$ cat src/rtl/fft_bfly_stage11.sv
// Radix-2 DIF butterfly stage 11 of the 512-point streaming FFT (span 16).
// Even blocks are buffered as A. The following odd block is B, which produces
// the sum block S = A+B on the next cycle and the difference block D' on the
// cycle after that. D' is multiplied by -j when the block index mod 4 == 3.
module fft_bfly_stage11 #(
  parameter int IN_WIDTH  = 12,
  parameter int OUT_WIDTH = 15,
  parameter int NUM       = 16,
  parameter int DATA      = 32
) (
  input  logic                                clk,
  input  logic                                rstn,
  input  logic [NUM-1:0][IN_WIDTH-1:0]        din_i,
  input  logic [NUM-1:0][IN_WIDTH-1:0]        din_q,
  input  logic                                valid_in,
  output logic [NUM-1:0][OUT_WIDTH-1:0]       do1_re,
  output logic [NUM-1:0][OUT_WIDTH-1:0]       do1_im,
  output logic                                valid_out
);

  localparam int CW = $clog2(DATA);
  localparam int SW = IN_WIDTH + 1;
  localparam logic [CW-1:0] LAST_BLK = CW'(DATA - 1);

  logic [CW-1:0]                  blk_q, blk_d;
  logic [NUM-1:0][IN_WIDTH-1:0]   a_re_q, a_re_d, a_im_q, a_im_d;
  logic [NUM-1:0][OUT_WIDTH-1:0]  dif_re_q, dif_re_d, dif_im_q, dif_im_d;
  logic                           pend_q, pend_d;
  logic [NUM-1:0][OUT_WIDTH-1:0]  out_re_q, out_re_d, out_im_q, out_im_d;
  logic                           vout_q, vout_d;

  logic [NUM-1:0][OUT_WIDTH-1:0]  sum_re, sum_im, twd_re, twd_im;
  logic                           rot;

  // The -j twiddle applies to the second pair of every group of four blocks.
  assign rot = (blk_q[1:0] == 2'b11);

  // Per-lane butterfly: A comes from the buffer, B from the current input.
  // The arithmetic is done at IN_WIDTH+1 bits, which cannot overflow, and
  // then sign-extended to the output width.
  generate
    for (genvar gi = 0; gi < NUM; gi++) begin : g_lane
      logic signed [SW-1:0]        a_re_x, a_im_x, b_re_x, b_im_x;
      logic signed [SW-1:0]        s_re_x, s_im_x, d_re_x, d_im_x;
      logic signed [OUT_WIDTH-1:0] d_re_w, d_im_w;

      assign a_re_x = SW'($signed(a_re_q[gi]));
      assign a_im_x = SW'($signed(a_im_q[gi]));
      assign b_re_x = SW'($signed(din_i[gi]));
      assign b_im_x = SW'($signed(din_q[gi]));

      assign s_re_x = a_re_x + b_re_x;
      assign s_im_x = a_im_x + b_im_x;
      assign d_re_x = a_re_x - b_re_x;
      assign d_im_x = a_im_x - b_im_x;

      assign d_re_w = OUT_WIDTH'(d_re_x);
      assign d_im_w = OUT_WIDTH'(d_im_x);

      assign sum_re[gi] = OUT_WIDTH'(s_re_x);
      assign sum_im[gi] = OUT_WIDTH'(s_im_x);
      // (re + j*im) * (-j) = im - j*re
      assign twd_re[gi] = rot ? d_im_w : d_re_w;
      assign twd_im[gi] = rot ? -d_re_w : d_im_w;
    end
  endgenerate

  // Next-state logic for the block counter, the A buffer, the pending D' and the output registers.
  always_comb begin
    blk_d    = blk_q;
    a_re_d   = a_re_q;
    a_im_d   = a_im_q;
    dif_re_d = dif_re_q;
    dif_im_d = dif_im_q;
    pend_d   = 1'b0;
    out_re_d = out_re_q;
    out_im_d = out_im_q;
    vout_d   = 1'b0;

    // A held difference always goes out one cycle after its sum block.
    if (pend_q) begin
      out_re_d = dif_re_q;
      out_im_d = dif_im_q;
      vout_d   = 1'b1;
    end

    if (valid_in) begin
      blk_d = (blk_q == LAST_BLK) ? '0 : blk_q + 1'b1;
      if (!blk_q[0]) begin
        a_re_d = din_i;
        a_im_d = din_q;
      end else begin
        // An odd block never coincides with a pending D': the slot after
        // an odd block always holds an even block or an idle cycle.
        out_re_d = sum_re;
        out_im_d = sum_im;
        vout_d   = 1'b1;
        dif_re_d = twd_re;
        dif_im_d = twd_im;
        pend_d   = 1'b1;
      end
    end
  end

  // State registers; asynchronous reset discards any half-formed pair.
  always_ff @(posedge clk or negedge rstn) begin
    if (!rstn) begin
      blk_q    <= '0;
      a_re_q   <= '0;
      a_im_q   <= '0;
      dif_re_q <= '0;
      dif_im_q <= '0;
      pend_q   <= 1'b0;
      out_re_q <= '0;
      out_im_q <= '0;
      vout_q   <= 1'b0;
    end else begin
      blk_q    <= blk_d;
      a_re_q   <= a_re_d;
      a_im_q   <= a_im_d;
      dif_re_q <= dif_re_d;
      dif_im_q <= dif_im_d;
      pend_q   <= pend_d;
      out_re_q <= out_re_d;
      out_im_q <= out_im_d;
      vout_q   <= vout_d;
    end
  end

  assign do1_re    = out_re_q;
  assign do1_im    = out_im_q;
  assign valid_out = vout_q;

endmodule

$ cat config.mk
export PLATFORM = sky130hd
export DESIGN_NAME = fft_bfly_stage11
export DESIGN_NICKNAME = d
export VERILOG_FILES = /design/src/rtl/fft_bfly_stage11.sv
export SDC_FILE = /design/constraint.sdc
export NUM_CORES = 2
export LEC_CHECK = 0
export CAP_MARGIN = 15
export CORE_ASPECT_RATIO = 0.8
export CORE_UTILIZATION = 40
export CTS_CLUSTER_DIAMETER = 50
export CTS_CLUSTER_SIZE = 30
export DETAILED_ROUTE_END_ITERATION = 8
export GPL_TIMING_DRIVEN = 0
export PLACE_DENSITY_LB_ADDON = 0.12
export SYNTH_ARGS = -nofsm -noshare
export SYNTH_HDL_FRONTEND = slang
export SYNTH_SLANG_ARGS = --single-unit
$ cat constraint.sdc
create_clock -name clk -period 3.2 [get_ports clk]
set_clock_uncertainty 0.05 [all_clocks]
set_input_delay 0.32 -clock clk [delete_from_list [all_inputs] [get_ports clk]]
set_output_delay 0.32 -clock clk [all_outputs]
set_load 0.02 [all_outputs]
==> results summary <==
The run finished, with violations left. The checks that failed: setup timing. The iteration-0 DRC count of the detailed router came out at 9669.

The number of antenna violations at the first check in global routing is 71. The launch point of the worst reg-to-reg path is a_re_q[24]. The count of standard-cell rows is 156. The actual transition at the worst max-transition pin came out at 1310 ps. For hold timing, the worst endpoint is a_re_q[39].

The maximum number of pins on one net before global-route repair is 165. The mapped netlist covers 91600 sq um. The number of levels in the clock H-tree came out at 4.

The CTS sink count came out at 1319. The cell with the most instances after synthesis is dfrtp_1. The fraction of final layout cells sized beyond drive strength 1 came out at 10.2%. The number of slew-limit violations in the final report is 0. At the end of the flow, the number of nets in the layout was 13100.

The final wirelength is 453000 um. The path type of the worst setup path is flip-flop to flip-flop. The proportion of synthesized flip-flops having asynchronous set or reset came out at 100%.

The routability-driven placement congestion ratio is 0.954. The most used flip-flop cell after synthesis is dfrtp_1. The analysis attributes to cell leakage a power of 0.0518 uW.

The cell count after synthesis came out at 10600. The number of cells traversed by the worst hold path is 3. The depth of the worst register-to-register path is 12.

Summed over its instances, the top area cell type makes up 36.0% of the synthesized netlist area. Synthesis inferred 1319 register bits. The region available for standard cell placement spans 227000 sq um.

For this design the ratio of total power to cell area is 877 nW/um^2. After synthesis, the cell types taking the most area are dfrtp_1, ha_1, o21ai_0. Ranked by instance count, the synthesized netlist is headed by dfrtp_1, o21ai_0, nand2_1.

The worst max-slew margin expressed relative to the limit is 12.7%. The count of final hold-check violations is 0. The first global-routing pass estimated 625000 um of wire. The total via count after detailed routing is 88300.

The post-synthesis cell type with the largest combined area is dfrtp_1. The cell sitting at the root of the clock tree is a clkbuf_16. For flop-to-flop paths, the worst setup slack is -140 ps. The worst hold path begins at din_i[39]. 868 I/O pins were placed.

Setup repair after global routing could not meet its margin everywhere. The share of the clock period used by the worst path came out at 104%. The synthesized netlist net count is 11900.

The initial standard-cell utilization of the core came out at 40.4%. The top fanout value on the critical path is 4. For this run, the share of the core covered by cells in the final layout is 51.3%. The chip height is 430 um. The clock passes through at most 4 buffers. The worst setup margin is -136 ps. Counting the buffers created by CTS gives 186. The half-perimeter wire length after detailed placement is 348000 um. The global-route congestion overflow total is 0.

The full die area came out at 231000 sq um. The number of flops mapped to enable cells by yosys came out at 0. The final setup TNS came out at -849 ps. In this run the horizontal extent of the chip is 537 um. The final critical path time including I/O delays and setup came out at 3340 ps. The wire length per cell is 30.0 um. The number of library cell types mapped by synthesis came out at 96. The first detailed-routing pass ran for 6 iterations. The detail route stage leaves a number of antenna-violating nets equal to 0. The endpoint of the most critical register-to-register path is dif_im_q[42]. At the worst endpoint, the arrival time is 4100 ps.

STA classifies the critical path startpoint as a flip-flop. Setup violations remaining at the end of the flow were counted as 29. For the worst-skew pair, the clock arrives at the later sink with an insertion delay of 900 ps. The kind of path behind the tightest hold check is input pin to flip-flop. The number of maximum-capacitance constraint violations is 0.

The worst endpoint required time came out at 3960 ps. The fmax came out at 0.300 GHz. The peak ir drop on the vdd network is 457 uV. The average instance in the mapped netlist occupies 8.62 sq um. The count of port buffers added during placement came out at 866. The area added between synthesis and finish is 26.9%. The clock transition at the register clock pins on the worst setup and hold paths after CTS came out at 80 ps. The remaining design rule violation count came out at 0.

The overall track demand over capacity in global routing is 38.0%. Hold is met by 40.1 ps. The synthesis warning total is 0. STA classifies the critical path endpoint as a flip-flop. TritonCTS built the clock tree. The via count of the first global-routing pass is 84000. The via-per-instance ratio came out at 5.86. The sequential fraction of the synthesis area is 36.0%.
## worst max-delay path by stage
stage | to | depth (start not counted) | start | slack, ps
final | dif_im_q[42] | 12 | a_re_q[24] | -140
after global routing | dif_im_q[42] | 12 | a_re_q[24] | -240
after CTS | dif_im_q[42] | 12 | a_re_q[24] | -210
after detailed placement | do1_re[233] | 9 | valid_in | -2380
after global placement | a_re_q[159] | 1 | rstn | -63000
after floorplan | dif_im_q[42] | 12 | a_re_q[24] | -8
## layer usage
layer,up-vias,share of wire [%],GRT usage [%]
met5,-,0.035,0
met4,22,6.8,23.2
met3,937,8.7,7.55
met2,4275,42,55.4
met1,43800,42,51.8
li1,39300,-,-
## metrics by stage
stage	power [uW]	std cells	cell area [sq um]	setup WS, ps
floorplan	53900	10600	91700	-7.58
global placement	74600	14500	104000	-63000
detailed placement	75600	14600	106000	-2380
CTS	99500	15000	114000	-214
global route	106000	15100	116000	-238
finish	102000	15100	116000	-136
## power by group
part	leakage (uW)	switching (uW)	internal (uW)
Clock	0.00316	9620	12900
Sequential	0.0160	6600	23100
Combinational	0.0326	29900	19900
## cell usage in the layout (no fill, tap or decap), types with 32 or more instances in the layout
| cell type | instances |
|---|---|
| a211oi_1 | 166 |
| a21o_1 | 84 |
| a21oi_1 | 698 |
| a221o_1 | 32 |
| a221oi_1 | 35 |
| a31oi_1 | 57 |
| and2_1 | 66 |
| and3_1 | 45 |
| buf_4 | 124 |
| buf_8 | 33 |
| clkbuf_1 | 336 |
| clkbuf_16 | 190 |
| clkbuf_2 | 101 |
| clkdlybuf4s50_1 | 864 |
| dfrtp_1 | 1311 |
| diode_2 | 37 |
| fa_1 | 54 |
| ha_1 | 753 |
| inv_1 | 784 |
| mux2_2 | 89 |
| mux2i_1 | 442 |
| nand2_1 | 1206 |
| nand2b_1 | 129 |
| nand3_1 | 142 |
| nor2_1 | 650 |
| nor2b_1 | 268 |
| nor3_1 | 177 |
| o211ai_1 | 45 |
| o21a_1 | 94 |
| o21ai_0 | 1215 |
| o22ai_1 | 39 |
| o31a_1 | 36 |
| or2_2 | 37 |
| or3_1 | 66 |
| xnor2_1 | 473 |
| xnor2_2 | 35 |
| xor2_1 | 102 |
## worst max-delay path, cell delays in order (launching register included)
cell and delay, ps:
dfrtp_1 370, inv_2 50, ha_4 160, fa_2 360
nand2b_4 170, a2111oi_4 340, or3_4 210, a2111oi_0 100
nand4bb_2 330, or2_2 380, or4_4 490, a21oi_2 120
o22a_1 130
## timing repair
action,4_1_cts,5_1_grt
hold buffers,29,0
gates resized for setup,312,352
endpoints found under the setup margin,944,324
buffers inserted,52,65
pin swaps,58,117
endpoints found under the hold margin,337,0
## registers in the layout, summed over array words and instances (netlist names)
| signal | flops |
|---|---|
| dif_im_q | 240 |
| do1_im | 240 |
| do1_re | 240 |
| dif_re_q | 208 |
| a_im_q | 192 |
| a_re_q | 192 |
| blk_q | 5 |
| pend_q | 1 |
| valid_out | 1 |
## layout make-up
cell class | count | area (sq um)
tap | 3002 | 3760
timing repair buffer | 1092 | 11500
clock buffer | 211 | 4970
sequential | 1319 | 33000
clock inverter | 122 | 1530
fill | 21200 | 111000
buffer | 514 | 2320
antenna | 37 | 92.6
multi-input combinational | 7976 | 56100
inverter | 804 | 3020
## kinds of logic after synthesis
family,Yosys count,synth area share (%)
and+or+nand+nor,3028,15.3
muxes,534,5.96
DFF,1319,36.0
xor gates and xnor gates,625,5.97
buffers and inverters,1339,5.50
adders and majority gates,850,12.1
AOI/OAI and AO/OA,2939,19.1
Power figures use the tool's default switching activity.
